File: config.mk
export PLATFORM = sky130hd
export DESIGN_NAME = elevator_request_registry
export DESIGN_NICKNAME = d
export VERILOG_FILES = /design/src/rtl/elevator_request_registry.sv
export SDC_FILE = /design/constraint.sdc
export NUM_CORES = 1
export LEC_CHECK = 0
export BUFFER_PORTS_ARGS = -buffer_cell sky130_fd_sc_hd__buf_2
export CAP_MARGIN = 0
export CORE_ASPECT_RATIO = 0.8
export CORE_MARGIN = 2
export CORE_UTILIZATION = 30
export CTS_BUF_LIST = sky130_fd_sc_hd__clkbuf_16
export DETAILED_ROUTE_END_ITERATION = 10
export GPL_TIMING_DRIVEN = 0
export HOLD_SLACK_MARGIN = 0.1
export REMOVE_ABC_BUFFERS = 1
export SYNTH_ARGS = -nofsm -noshare
export SYNTH_HDL_FRONTEND = slang
export SYNTH_SLANG_ARGS = --single-unit
export TNS_END_PERCENT = 50
File: constraint.sdc
create_clock -name clk -period 7.25 [get_ports clk]
set_clock_uncertainty 0.1 [all_clocks]
set_input_delay 0.725 -clock clk [delete_from_list [all_inputs] [get_ports clk]]
set_output_delay 0.725 -clock clk [all_outputs]
set_load 0.05 [all_outputs]
File: src/rtl/elevator_request_registry.sv
// ---------------------------------------------------------------------------
// elevator_request_registry
//
// Purpose:
//   Clocked request registry for the elevator controller. It edge-detects the
//   cab and landing buttons and latches each press as a lamp bit. A lamp stays
//   lit until the car serves that floor in the matching direction. The block
//   also publishes above/below/here summaries relative to the car and a
//   registered count of lit lamps. It sits between the button I/O and the
//   car-motion FSM.
//
// Optional feature (compile-time macro CAB_CANCEL_EN):
//   When defined, a second press on a lit cab lamp cancels that lamp. Landing
//   lamps never cancel. When undefined, pressing a lit lamp does nothing.
//
// Parameters:
//   FLOORS  : number of floors (>=2); floor 0 is the bottom
//   FLOOR_W : car_floor width, 2**FLOOR_W >= FLOORS
//   HOLDOFF : cycles after door close during which presses at the
//             last-served floor are ignored (0 disables)
//
// Ports:
//   clk, reset             : clock, synchronous active-high reset
//   buttons_block          : 1 = ignore new presses (clears still act)
//   btn_in[FLOORS]         : cab buttons, bit k = floor k
//   btn_up_out[FLOORS-1]   : up landing buttons, bit k = floor k
//   btn_down_out[FLOORS-1] : down landing buttons, bit k = floor k+1
//   car_floor              : current car floor
//   door_open              : doors open at car_floor
//   serve_dir[1:0]         : directions served at this stop (0 up, 1 down)
//   active_*_levels        : registered lamps (same indexing as buttons)
//   request_above/below/here : any lit floor above/below/at car_floor
//   pending_count          : number of lit lamps (registered)
// ---------------------------------------------------------------------------
module elevator_request_registry #(
  parameter int FLOORS  = 8,
  parameter int FLOOR_W = 3,
  parameter int HOLDOFF = 4
) (
  input  logic               clk,
  input  logic               reset,
  input  logic               buttons_block,
  input  logic [FLOORS-1:0]  btn_in,
  input  logic [FLOORS-2:0]  btn_up_out,
  input  logic [FLOORS-2:0]  btn_down_out,
  input  logic [FLOOR_W-1:0] car_floor,
  input  logic               door_open,
  input  logic [1:0]         serve_dir,
  output logic [FLOORS-1:0]  active_in_levels,
  output logic [FLOORS-2:0]  active_out_up_levels,
  output logic [FLOORS-2:0]  active_out_down_levels,
  output logic               request_above,
  output logic               request_below,
  output logic               request_here,
  output logic [FLOOR_W+1:0] pending_count
);

  // All lamps are kept in one vector: cab [FLOORS-1:0], then up, then down.
  localparam int NB = 3 * FLOORS - 2;
  localparam int HW = (HOLDOFF > 0) ? $clog2(HOLDOFF + 1) : 1;
  localparam logic [HW-1:0] HOLD_LOAD = HW'(HOLDOFF);

  logic [NB-1:0]      btn_all;
  logic [NB-1:0]      stage1_q, stage2_q;
  logic [NB-1:0]      lamp_q, lamp_d;
  logic [NB-1:0]      press, accept, set_mask, clr_mask, hold_mask, cancel_mask;
  logic [FLOOR_W+1:0] count_q, count_d;
  logic               door_q;
  logic [HW-1:0]      hold_cnt_q, hold_cnt_d;
  logic [FLOOR_W-1:0] hold_floor_q, hold_floor_d;
  logic [1:0]         hold_dir_q, hold_dir_d;

  logic               floor_valid;
  logic               door_rise, door_fall;
  logic [FLOORS-1:0]  at_car, at_hold;
  logic [FLOORS-1:0]  clr_up_f, clr_dn_f, hold_up_f, hold_dn_f;
  logic [FLOORS-1:0]  lit_up_f, lit_dn_f, lit_f;

  assign btn_all     = {btn_down_out, btn_up_out, btn_in};
  assign press       = stage1_q & ~stage2_q;
  assign floor_valid = (int'(car_floor) < FLOORS);
  assign door_rise   = door_open & ~door_q;
  assign door_fall   = ~door_open & door_q;

  // One-hot floor selects for the serving floor and the holdoff floor.
  // An out-of-range car_floor or captured floor matches nothing.
  always_comb begin
    at_car  = '0;
    at_hold = '0;
    for (int k = 0; k < FLOORS; k++) begin
      at_car[k]  = door_open && floor_valid && (car_floor == FLOOR_W'(k));
      at_hold[k] = (hold_cnt_q != '0) && (hold_floor_q == FLOOR_W'(k));
    end
  end

  // Floor-indexed masks are sliced into the per-category bit positions;
  // the down category drops floor 0 and the up category drops the top floor.
  assign clr_up_f  = at_car & {FLOORS{serve_dir[0]}};
  assign clr_dn_f  = at_car & {FLOORS{serve_dir[1]}};
  assign hold_up_f = at_hold & {FLOORS{hold_dir_q[0]}};
  assign hold_dn_f = at_hold & {FLOORS{hold_dir_q[1]}};

  assign clr_mask  = {clr_dn_f[FLOORS-1:1], clr_up_f[FLOORS-2:0], at_car};
  assign hold_mask = {hold_dn_f[FLOORS-1:1], hold_up_f[FLOORS-2:0], at_hold};

  assign accept   = press & ~hold_mask & {NB{~buttons_block}};
  assign set_mask = accept & ~lamp_q;

`ifdef CAB_CANCEL_EN
  assign cancel_mask = {{(NB-FLOORS){1'b0}}, accept[FLOORS-1:0] & lamp_q[FLOORS-1:0]};
`else
  assign cancel_mask = '0;
`endif

  // Service clear is applied last so it wins over a coincident press.
  assign lamp_d = (lamp_q | set_mask) & ~cancel_mask & ~clr_mask;

  always_comb begin
    count_d = '0;
    for (int k = 0; k < NB; k++) begin
      count_d = count_d + {{(FLOOR_W+1){1'b0}}, lamp_d[k]};
    end
  end

  // Holdoff: a door rise aborts, a door fall arms, otherwise count down.
  // hold_dir tracks serve_dir while the door is open, so after close it
  // holds the directions served at the last stop.
  always_comb begin
    hold_cnt_d = hold_cnt_q;
    if (door_rise) begin
      hold_cnt_d = '0;
    end else if (door_fall) begin
      hold_cnt_d = HOLD_LOAD;
    end else if (hold_cnt_q != '0) begin
      hold_cnt_d = hold_cnt_q - 1'b1;
    end
    hold_floor_d = door_fall ? car_floor : hold_floor_q;
    hold_dir_d   = door_open ? serve_dir : hold_dir_q;
  end

  always_ff @(posedge clk) begin
    if (reset) begin
      // Sample stages load ones so a button held through reset is not a press.
      stage1_q     <= '1;
      stage2_q     <= '1;
      lamp_q       <= '0;
      count_q      <= '0;
      door_q       <= 1'b0;
      hold_cnt_q   <= '0;
      hold_floor_q <= '0;
      hold_dir_q   <= '0;
    end else begin
      stage1_q     <= btn_all;
      stage2_q     <= stage1_q;
      lamp_q       <= lamp_d;
      count_q      <= count_d;
      door_q       <= door_open;
      hold_cnt_q   <= hold_cnt_d;
      hold_floor_q <= hold_floor_d;
      hold_dir_q   <= hold_dir_d;
    end
  end

  // Summaries: a floor is lit if any of its existing lamps is lit.
  assign lit_up_f = {1'b0, lamp_q[FLOORS +: FLOORS-1]};
  assign lit_dn_f = {lamp_q[2*FLOORS-1 +: FLOORS-1], 1'b0};
  assign lit_f    = lamp_q[FLOORS-1:0] | lit_up_f | lit_dn_f;

  always_comb begin
    request_above = 1'b0;
    request_below = 1'b0;
    request_here  = 1'b0;
    if (floor_valid) begin
      for (int k = 0; k < FLOORS; k++) begin
        if (FLOOR_W'(k) > car_floor) begin
          request_above = request_above | lit_f[k];
        end else if (FLOOR_W'(k) < car_floor) begin
          request_below = request_below | lit_f[k];
        end else begin
          request_here = request_here | lit_f[k];
        end
      end
    end else begin
      // Car reported beyond the top floor: everything is below it.
      request_below = |lit_f;
    end
  end

  assign active_in_levels       = lamp_q[FLOORS-1:0];
  assign active_out_up_levels   = lamp_q[FLOORS +: FLOORS-1];
  assign active_out_down_levels = lamp_q[2*FLOORS-1 +: FLOORS-1];
  assign pending_count          = count_q;

endmodule
; ---- After elaboration in Yosys (flattened, before gate mapping)
; Index checks and enable logic that the tools add are counted.
[totals]
ff_bits = 80
inputBits = 31
output_inout_bits = 30
wordCells = 167
[classes]
n_addsub = 22
n_lt_le_gt_ge = 16
n_eq_ne = 14
n_mux = 42
bitwise_logic = 42
reduce_logical = 22
[op_table]
columns = cell, count
row1 = $and A22 B22 Y22, 5
row2 = $not A22 Y22, 4
row3 = $add A5 B1 Y5, 17
row4 = $mux W1, 40
row5 = $eq A3 B3 Y1 const B, 8
row6 = $or A22 B22 Y22, 1
row7 = $or A1 B1 Y1, 21
row8 = $and A8 B8 Y8, 2
row9 = $logic_and A1 B1 Y1, 16
row10 = $and A7 B7 Y7, 2
row11 = $eq A3 B2 Y1 const B, 4
row12 = $gt A3 B3 Y1 const A, 4
row13 = $lt A3 B3 Y1 const A, 4
row14 = $or A8 B7 Y8, 1
row15 = $or A8 B8 Y8, 1
row16 = $eq A3 B1 Y1 const B, 2
row17 = $gt A1 B3 Y1 const A, 2
row18 = $gt A2 B3 Y1 const A, 2
row19 = $logic_not A3 Y1, 2
row20 = $lt A1 B3 Y1 const A, 2
row21 = $lt A2 B3 Y1 const A, 2
row22 = $mux W3, 2
row23 = $add A4 B1 Y5, 1
row24 = $add A3 B1 Y4, 1
row25 = 9 further kinds, 12

; ---- Longest topological paths before layout
; Gate-level depths: netlist of run 1.
[depth]
word_depth = 30
mapped_depth = 22
mapped_depth_nobuf = 21

; ---- Worst setup path after synthesis of run 1
; OpenSTA, ideal clock, no wires.
[synth_timing]
path_type = flip-flop to flip-flop
from = register hold_cnt_q[0]
to = register count_q[3], in the netlist pending_count[3]
setup_time_ns = 0.129
arrival_ns = 4.950
t_required_ns = 7.021
slack_ns = 2.071
path_stages_with_launch = 21
path_buffers = 0
period_less_slack_ns = 5.179
path_cell_list = dfxtp_1 -> inv_1 -> ha_1 -> ha_1 -> or4_1 -> a31oi_1 -> a21oi_1 -> fa_1 -> inv_1 -> fa_1 -> inv_1 -> fa_1 -> fa_1 -> inv_1 -> fa_1 -> inv_1 -> ha_1 -> a21o_1 -> a21oi_1 -> xor2_1 -> nor2_1
[synth_via]
elab_chain_cells = 29
elab_cells_between_ends = 38
cone_classes = 21 x add/sub / 8 x bitwise / 9 x reduce/logical
[synth_rtl]
columns = element, line
row1 = "start, declared", 69  ; logic [HW-1:0] hold_cnt_q, hold_cnt_d;
row2 = "start signal, assigned", 158  ; hold_cnt_q <= hold_cnt_d;
row3 = $reduce_bool A3 Y1, 92  ; at_hold[k] = (hold_cnt_q != '0) && (hold_floor_q == FLOOR_W'(k));
row4 = $logic_and A1 B1 Y1, 92
row5 = $not A22 Y22, 106  ; assign accept = press & ~hold_mask & {NB{~buttons_block}};
row6 = $and A22 B22 Y22 (2 in a row), 106
row7 = $and A22 B22 Y22, 107  ; assign set_mask = accept & ~lamp_q;
row8 = $or A22 B22 Y22, 116  ; assign lamp_d = (lamp_q | set_mask) & ~cancel_mask & ~clr_mask;
row9 = $and A22 B22 Y22, 116
row10 = net lamp_d[0], 65  ; logic [NB-1:0] lamp_q, lamp_d;
row11 = $add A1 B1 Y2, 121  ; count_d = count_d + {{(FLOOR_W+1){1'b0}}, lamp_d[k]};
row12 = $add A2 B1 Y3, 121
row13 = $add A3 B1 Y4, 121
row14 = $add A4 B1 Y5, 121
row15 = $add A5 B1 Y5 (17 in a row), 121
row16 = "end signal, assigned", 156  ; count_q <= count_d;
row17 = "end, declared", 67  ; logic [FLOOR_W+1:0] count_q, count_d;
; The timed path passes the listed nets, and every way through them passes these cells.
; A chain may end at the register's enable or synchronous reset.

; ---- Final worst setup path of run 1
; Same ends and word-level chain as after synthesis.

==> flow_summary.yaml, run 1 <==
grt:
  grt-ovfl-total: 0
  grt_busiest_layer: "met2"
  grt_max_degree: 80
  grtUsageMet1_pct: 19.0
  grt_pass1_vias: 2794
  antenna_found_initial: 0
  grt_usage_pct: 14.1
  grt_pass1_wl_um: 14700
  use_met2_pct: 22.1
  use_met3_pct: 4.22
routing:
  vias: 2764
  drc: 0
  viasPerCell: 4.54
  post_drt_wl_per_cell_um: 14.6
  first_iter_violations: 142
  drtPass1Iterations: 4
  ant_nets: 0
  drt_wl_total_um: 8900
final_layout:
  n_antenna_cell: 0
  fillers: 1245
  fin_nets: 491
  drive_gt1_share_pct: 31.7
  area_delta_synth_final_pct: 19.0
synthesis:
  yosysSeqAreaShare_pct: 42.7
  ys_seq_elements: 80
  synth_edf_count: 0
  async_reset_ff_share_pct: 0
  synth_top_cell_area_share_pct: 42.7
  synth_area_leaders: "dfxtp_1 (43%), fa_1 (8.0%), or2_2 (7.3%), inv_1 (4.0%), nor2_1 (3.9%)"
  syn_area_per_cell_um2: 9.83
  ys_top_cells_by_count: "dfxtp_1 (80), or2_2 (44), inv_1 (40)"
  yosys_warnings: 0
  synth.most_common_cell: "dfxtp_1"
  ys.flop_type: "dfxtp_1"
  synth_top_area_cell: "dfxtp_1"
  syn_area_um2: 3750
  synth_cell_types: 54
  syn_inst: 382
clock_network:
  clk_path_buf_depth: 2
  cts_root_buf: "clkbuf_16"
  worst_skew_pair.late_latency_ps: 330
  clock-sinks: 80
  cts_tree: "done"
  htreeDepth: 3
  postCtsHoldBufs: 0
  ctsResizeCount: 0
  cts_buffers: 9
  path_clk_slew_ps: 60
  post_cts_buffers: 0
power_and_ir_drop:
  leakage_nw: 1.91
  power.density_nw_per_um2: 251
  peakVddDrop_mv: 0.107
  finalPower_w: 0.00112
worst_setup_path:
  r2r_start: "hold_cnt_q[0]"
  crit_chain: "inv_1, ha_1, ha_1, or4_1, a31oi_1, a21oi_1, fa_1, inv_1, fa_1, inv_1, fa_1, fa_1, inv_1, fa_1, inv_1, ha_1, a21o_1, a21oi_1, xor2_1, nor2_1"
  arrival_ps: 5930
  required_ps: 7340
  cp-end-kind: "flip-flop"
  worstReg2RegEnd: "pending_count[3]"
  cp-start-kind: "flip-flop"
  worstPathMaxFanout: 12
  cp_slowest_cell: "fa_1"
  crit_path_max_incr_delay_ps: 590
  ff2ff_setup_slack_ps: 1410
  rr_worst_depth: 20
  crit_type: "reg -> reg"
timing:
  worst_slew_margin_rel_pct: 50.5
  slew_violations: 0
  fin_tns_setup_ps: 0
  finalHoldViolations: 0
  hold_ws_ps: 337
  period_share_pct: 80.6
  fmax_ghz: 0.171
  fin_crit_ps: 5840
  rsz0062_at_grt: "false"
  tightest_slew_ps: 743
  finalSetupViolations: 0
place:
  dp_hpwl_um: 6460
  io_buffers: 60
  gp_congestion: 0.838
floorplanning:
  rows: 36
  chipWidth_um: 129
  die_area_um2: 13400
  die_height_um: 104
  initial_core_util_pct: 30.8
  ios: 61
  core-area_um2: 12200
outcome:
  status: "finished clean"
hold_path:
  hold_depth: 1
  hold_path_class: "reg -> reg"
  hp-start: "stage1_q[3]"
  whs_endpoint: "stage2_q[3]"
job:
  cap_viol_max_count: 0
layer usage:
metal  part of all wire [%]  wire [um]
met1                     46       4070
met2                     48       4240
met3                    5.8        513
met4                   0.88         78
met5                      0          0
final cells by class:
type / count / area [um^2] / share of cell area (%)
Tap cell: 171 / 214 / 4.79
Timing Repair Buffer: 60 / 303 / 6.78
Sequential cell: 80 / 1600 / 35.8
Multi-Input combinational cell: 244 / 1920 / 43.1
Clock buffer: 9 / 225 / 5.04
Clock inverter: 5 / 50.0 / 1.12
Inverter: 40 / 150 / 3.36
kinds of logic after synthesis:
family,synth area share [%]
fa+ha+maj,11.6
compound gates,14.5
flops,42.7
xor+xnor,0.467
mux,1.07
simple gates,23.6
buf+inv,6.10
power breakdown:
part / internal, W / switching (W)
Sequential: 0.000464 / 0.0000151
Clock: 0.000260 / 0.000167
Combinational: 0.0000791 / 0.000138
cell usage in the layout (no fill, tap or decap), types with 7 or more instances in the layout:
| cell | n |
|---|---|
| a21oi_1 | 14 |
| buf_2 | 59 |
| clkbuf_16 | 9 |
| dfxtp_1 | 80 |
| fa_1 | 15 |
| ha_1 | 10 |
| inv_1 | 40 |
| nand2_1 | 14 |
| nor2_1 | 39 |
| nor2b_1 | 7 |
| nor3_1 | 12 |
| o21ai_0 | 7 |
| or2_2 | 44 |
worst max-delay path: cells and delay by family (launching register included):
family / cells / cell delay, ps
compound gates: 4 / 720
simple gates: 2 / 640
fa+ha+maj: 8 / 3390
xor+xnor: 1 / 190
flops: 1 / 350
buf+inv: 5 / 300
registers in the layout (all words and copies together), names as in the netlist:
| register | flops |
|---|---|
| door_q | 1 |
| hold_cnt_q | 3 |
| hold_dir_q | 2 |
| hold_floor_q | 3 |
| lamp_q | 22 |
| pending_count | 5 |
| stage1_q | 22 |
| stage2_q | 22 |
how the worst max path moves through the flow:
stage                        from          endpoint  cells after the start
floorplan           hold_cnt_q[0]  pending_count[3]                     20
detailed placement  hold_cnt_q[0]  pending_count[3]                     20
CTS                 hold_cnt_q[0]  pending_count[3]                     20
finish              hold_cnt_q[0]  pending_count[3]                     20
global placement    hold_cnt_q[0]  pending_count[3]                     20
global route        hold_cnt_q[0]  pending_count[3]                     20
metrics by stage:
step / cells / utilization, % / setup WS (ps) / instance area, um^2
6_report: 609 / 36.6 / 1410 / 4470
5_1_grt: 609 / 36.6 / 1090 / 4470
4_1_cts: 609 / 36.6 / 1380 / 4470
3_5_place_dp: 595 / 34.3 / 1410 / 4190
3_3_place_gp: 595 / 34.3 / 1540 / 4190
2_1_floorplan: 364 / - / 1950 / 3680
(Power assumes the default switching activity.)
==> run 2: changes to the inputs <==
--- a/config.mk
+++ b/config.mk
@@ -5,6 +5,7 @@
 export SDC_FILE = /design/constraint.sdc
 export NUM_CORES = 1
 export LEC_CHECK = 0
+export ABC_AREA = 1
 export BUFFER_PORTS_ARGS = -buffer_cell sky130_fd_sc_hd__buf_2
 export CAP_MARGIN = 0
 export CORE_ASPECT_RATIO = 0.8
==> constraint.sdc (replaced) <==
create_clock -name clk -period 5.3 [get_ports clk]
set_clock_uncertainty 0.1 [all_clocks]
set_input_delay 0.53 -clock clk [delete_from_list [all_inputs] [get_ports clk]]
set_output_delay 0.53 -clock clk [all_outputs]
set_load 0.05 [all_outputs]
==> run 2 against run 1 <==
Compared with the run above: first-iteration DRC count down 40%; highest routed layer unchanged; area after synthesis down 2.7%; sequential cell count unchanged; cell area down 0.62%; power up 37%.
==> flow_summary.yaml, run 2 <==
place:
  pre_cts_ws_ps: -26.7
  gp_congestion: 0.895
  dp_hpwl_um: 6920
  dp.cells: 655
  io_buffers: 60
synthesis:
  synth_edf_count: 0
  synth_area_leaders: "dfxtp_1 (44%), nand2_1 (8.5%), fa_1 (8.2%), inv_1 (7.3%), or2_2 (5.1%)"
  yosysSeqAreaShare_pct: 43.8
  ys.flop_type: "dfxtp_1"
  synth_compound_area_share_pct: 10.1
  ys_seq_elements: 80
  syn_area_um2: 3650
  synth-simple-area-share_pct: 25.1
  synth_mux_area_share_pct: 0
  syn_area_per_cell_um2: 8.01
  syn_inst: 456
  synth_top_cell_area_share_pct: 43.8
  ys_top_cells_by_count: "nand2_1 (83), dfxtp_1 (80), inv_1 (71)"
  synth.most_common_cell: "nand2_1"
  synth-xor-area-share_pct: 0
  synth_top_area_cell: "dfxtp_1"
  synth_top_family_by_area: "simple AND/OR/NAND/NOR gates"
  synthAdderAreaFrac_pct: 11.6
  yosys_warnings: 0
  synth_cell_types: 28
  async_reset_ff_share_pct: 0
grt:
  grt_pass1_vias: 3105
  grtUsageMet1_pct: 19.1
  use_met3_pct: 4.51
  grt-ovfl-total: 0
  grt_usage_pct: 15.2
  grt_max_degree: 54
  use_met2_pct: 25.1
  antenna_found_initial: 0
  grt_busiest_layer: "met2"
  grt_pass1_wl_um: 15100
final_layout:
  drive_gt1_share_pct: 26.8
  fin_nets: 571
  n_antenna_cell: 0
  top_regs: "lamp_q (22), stage1_q (22), stage2_q (22)"
  final_util_pct: 36.9
  area_delta_synth_final_pct: 21.5
  final_cell_mix: "nand2_1 (83), dfxtp_1 (80), inv_1 (72)"
  final_common_cell: "nand2_1"
  finalNonFillerCells: 671
power_and_ir_drop:
  peakVddDrop_mv: 0.179
  leakage_nw: 2.13
  power.density_nw_per_um2: 347
clock_network:
  cts_tree: "done"
  htreeDepth: 3
  clock-sinks: 80
  worst_skew_pair.late_latency_ps: 340
  path_clk_slew_ps: 60
  cts_root_buf: "clkbuf_16"
  clk_path_buf_depth: 2
  cts_buffers: 9
  postCtsHoldBufs: 0
floorplanning:
  initial_core_util_pct: 30.4
  die_height_um: 103
  chipWidth_um: 127
  die_area_um2: 13100
  core-area_um2: 12000
  ios: 61
  rows: 36
timing:
  finalHoldViolations: 0
  worst_slack_ps: 311
  fmax_ghz: 0.200
  tightest_slew_ps: 911
  fin_crit_ps: 4990
  finalSetupViolations: 0
  fin_tns_setup_ps: 0
  worst_slew_margin_rel_pct: 39.2
  slew_violations: 0
  period_share_pct: 94.1
  rsz0062_at_grt: "false"
routing:
  viasPerCell: 4.42
  drt_wl_total_um: 9170
  vias: 2963
  first_iter_violations: 85
  post_drt_wl_per_cell_um: 13.7
  drtPass1Iterations: 4
  ant_nets: 0
  drc: 0
worst_setup_path:
  crit_type: "reg -> reg"
  required_ps: 5470
  cp-end-kind: "flip-flop"
  ff2ff_setup_slack_ps: 310
  arrival_ps: 5160
  worstPathMaxFanout: 5
  cp-start-kind: "flip-flop"
outcome:
  status: "finished clean"
job:
  cap_viol_max_count: 0
hold_path:
  hold_path_class: "in -> reg"
[run 2: worst paths after layout]
| path | from | endpoint | cells after the start |
|---|---|---|---|
| worst max-delay path | hold_cnt_q[0] | pending_count[4] | 23 |
| worst max register to register | hold_cnt_q[0] | pending_count[4] | 23 |
| worst min register to register | stage1_q[9] | stage2_q[9] | 2 |
| worst min-delay path | btn_in[6] | stage1_q[6] | 2 |
[run 2: layout make-up]
type | count | area [um^2]
well taps | 152 | 190
inverters | 76 | 288
clock inverters | 6 | 52.6
clock buffers | 9 | 225
fillers | 1280 | 7590
flip-flops and latches | 80 | 1600
multi-input cells | 287 | 1780
repair buffers | 61 | 308
[run 2: cells by family (layout without fill, tap and decap cells)]
logic type | after synthesis | after routing
DFF | 80 | 80
AOI/OAI and AO/OA | 63 | 63
and+or+nand+nor | 199 | 199
buffers and inverters | 89 | 152
adders and majority gates | 25 | 25
[run 2: layer usage]
metal | part of all wire (%) | up-vias
li1 | - | 1520
met1 | 48 | 1366
met2 | 44 | 68
met3 | 5.9 | 9
met4 | 1.2 | 0
met5 | 0 | -
[run 2: repair_timing]
action,in CTS,in global routing
resized for setup,2,19
setup endpoints to repair,2,4
buffers inserted,1,0
pin swaps,1,5
[run 2: worst max-delay path: stages (launching register included)]
cell and delay (ps):
dfxtp_1 320, inv_1 60, ha_2 200, ha_4 180, inv_4 80, nand2_4 90, nor2_4 140, nand2_1 80
a21oi_2 140, a21o_1 150, fa_1 430, inv_1 90, fa_1 410, inv_1 90, fa_1 450, fa_1 540
fa_1 400, inv_1 70, ha_2 200, inv_1 60, fa_2 350, o21ai_2 120, a21oi_1 70, nor2_1 80
[run 2: power by group]
part,internal [W],switching (W),total (W),leakage [nW]
registers,0.000634,0.0000154,0.000650,0.658
logic,0.000103,0.000199,0.000302,1.32
clock network,0.000356,0.000233,0.000589,0.144
[run 2: stage by stage]
stage               hold WS (ps)  power (W)  area, um^2
floorplan                    291   0.000867        3600
global route                 266    0.00162        4440
detailed placement           303   0.000952        4090
CTS                          263    0.00154        4380
finish                       270    0.00154        4440
global placement             300   0.000945        4090
==> run 3: changes to the inputs <==
--- a/config.mk
+++ b/config.mk
@@ -5,7 +5,6 @@
 export SDC_FILE = /design/constraint.sdc
 export NUM_CORES = 1
 export LEC_CHECK = 0
-export ABC_AREA = 1
 export BUFFER_PORTS_ARGS = -buffer_cell sky130_fd_sc_hd__buf_2
 export CAP_MARGIN = 0
 export CORE_ASPECT_RATIO = 0.8
==> run 3 against run 2 <==
Compared with the run above: register-to-register slack lost 220 ps; count of clock-buffer cells in the layout is the same; critical path depth shrank 2; power grew 1.7%; via count shrank 4.1%; hold slack gained 11 ps; critical endpoint unchanged; largest power group unchanged.
==> flow_summary.yaml, run 3 (synthesis gave the netlist of run 1 again) <==
outcome:
  status: "finished clean"
routing:
  first_iter_violations: 128
  drc: 0
  drtPass1Iterations: 4
  ant_nets: 0
  drt_wl_total_um: 9110
  viasPerCell: 4.58
  post_drt_wl_per_cell_um: 14.7
  vias: 2842
place:
  gp_congestion: 0.838
  placed_area_um2: 4190
  dp_hpwl_um: 6460
  pre_cts_ws_ps: -536
  dp.cells: 595
  io_buffers: 60
floorplanning:
  core-area_um2: 12200
  die_area_um2: 13400
  die_height_um: 104
  chipWidth_um: 129
  initial_core_util_pct: 30.8
  ios: 61
  rows: 36
final_layout:
  drive_gt1_share_pct: 38.9
  fin_area_um2: 4690
  final_cell_mix: "dfxtp_1 (78), buf_2 (60), or2_2 (44)"
  ff_latch_area_um2: 1600
  fillers: 1229
  fin_nets: 503
  area_delta_synth_final_pct: 24.9
  finalNonFillerCells: 621
  n_antenna_cell: 0
  top_regs: "lamp_q (22), stage1_q (22), stage2_q (22)"
  final_common_cell: "dfxtp_1"
  multi_input_area_um2: 2040
power_and_ir_drop:
  leakage_nw: 1.98
  finalPower_w: 0.00157
  power.density_nw_per_um2: 334
  peakVddDrop_mv: 0.147
clock_network:
  cts_root_buf: "clkbuf_16"
  clk_path_buf_depth: 2
  htreeDepth: 3
  cts_buffers: 9
  cts_tree: "done"
  worst_skew_pair.late_latency_ps: 330
  clock-sinks: 80
  path_clk_slew_ps: 60
grt:
  use_met3_pct: 4.22
  antenna_found_initial: 0
  grt-ovfl-total: 0
  grt_max_degree: 80
  grt_pass1_wl_um: 14900
  grtUsageMet1_pct: 19.1
  grt_usage_pct: 14.2
  grt_busiest_layer: "met2"
  use_met2_pct: 22.3
  grt_pass1_vias: 2857
hold_path:
  hold_depth: 2
  hold_path_class: "in -> reg"
  hp-start: "btn_down_out[4]"
worst_setup_path:
  cp-endpoint: "pending_count[4]"
  crit_type: "reg -> reg"
  worstPathMaxFanout: 8
  ff2ff_setup_slack_ps: 90
  required_ps: 5460
  rr_worst_depth: 21
  worstSetupStartpoint: "hold_cnt_q[1]"
  cp-end-kind: "flip-flop"
  r2r_start: "hold_cnt_q[1]"
  cp-start-kind: "flip-flop"
  worstReg2RegEnd: "pending_count[4]"
  arrival_ps: 5360
timing:
  rsz0062_at_grt: "true"
  slew_violations: 0
  finalSetupViolations: 0
  period_share_pct: 98.2
  worst_slack_ps: 93.9
  tightest_slew_ps: 663
  fin_crit_ps: 5210
  finalHoldViolations: 0
  hold_ws_ps: 281
  worst_slew_margin_rel_pct: 55.8
  fmax_ghz: 0.192
job:
  cap_viol_max_count: 0
[run 3: critical path: stages (launching register included)]
cell and delay [ps]:
dfxtp_2 320, inv_2 60, ha_4 150, ha_4 210, and4bb_4 250, buf_4 140, a2111oi_4 310, o21ai_2 110
fa_1 560, inv_2 40, fa_1 470, inv_1 50, fa_1 460, fa_2 550, fa_1 410, inv_1 80
ha_2 180, inv_2 40, fa_2 330, nor2b_2 140, o21ai_1 70, a21oi_1 120
[run 3: worst min path at each step]
stage                              end  slack, ps
final                     stage1_q[19]        280
after floorplan            stage2_q[3]        310
after global placement     stage2_q[1]        320
after global routing      stage1_q[13]        270
after CTS                 stage1_q[19]        270
after detailed placement  stage2_q[21]        330
[run 3: stage by stage]
stage | setup TNS, ps | utilization [%]
floorplan | -0.863 | -
global placement | -1110 | 34.3
detailed placement | -1620 | 34.3
CTS | 0 | 37.7
global route | -238 | 38.4
finish | 0 | 38.4
[run 3: power breakdown]
part	leakage (nW)	internal [W]	switching, W	total [W]
sequential	0.659	0.000635	0.0000221	0.000657
clock	0.132	0.000355	0.000226	0.000581
combinational	1.18	0.000130	0.000199	0.000329
[run 3: final cells by class]
type,instances,share of cell area (%)
multi-input cells,244,43.6
flip-flops and latches,80,34.2
repair buffers,72,8.59
clock buffers,9,4.80
well taps,171,4.56
inverters,40,3.20
clock inverters,5,1.07
[run 3: timing repair]
item | 4_1_cts | 5_1_grt
resized for setup | 18 | 13
hold buffers | 0 | 0
setup endpoints to repair | 4 | 3
pin swaps | 12 | 15
setup buffers | 6 | 5
[run 3: routing by layer]
| metal | part of all wire (%) | wire length (um) |
|---|---|---|
| met2 | 48 | 4410 |
| met1 | 45 | 4080 |
| met5 | 0 | 0 |
| met3 | 6.1 | 560 |
| met4 | 0.64 | 58 |
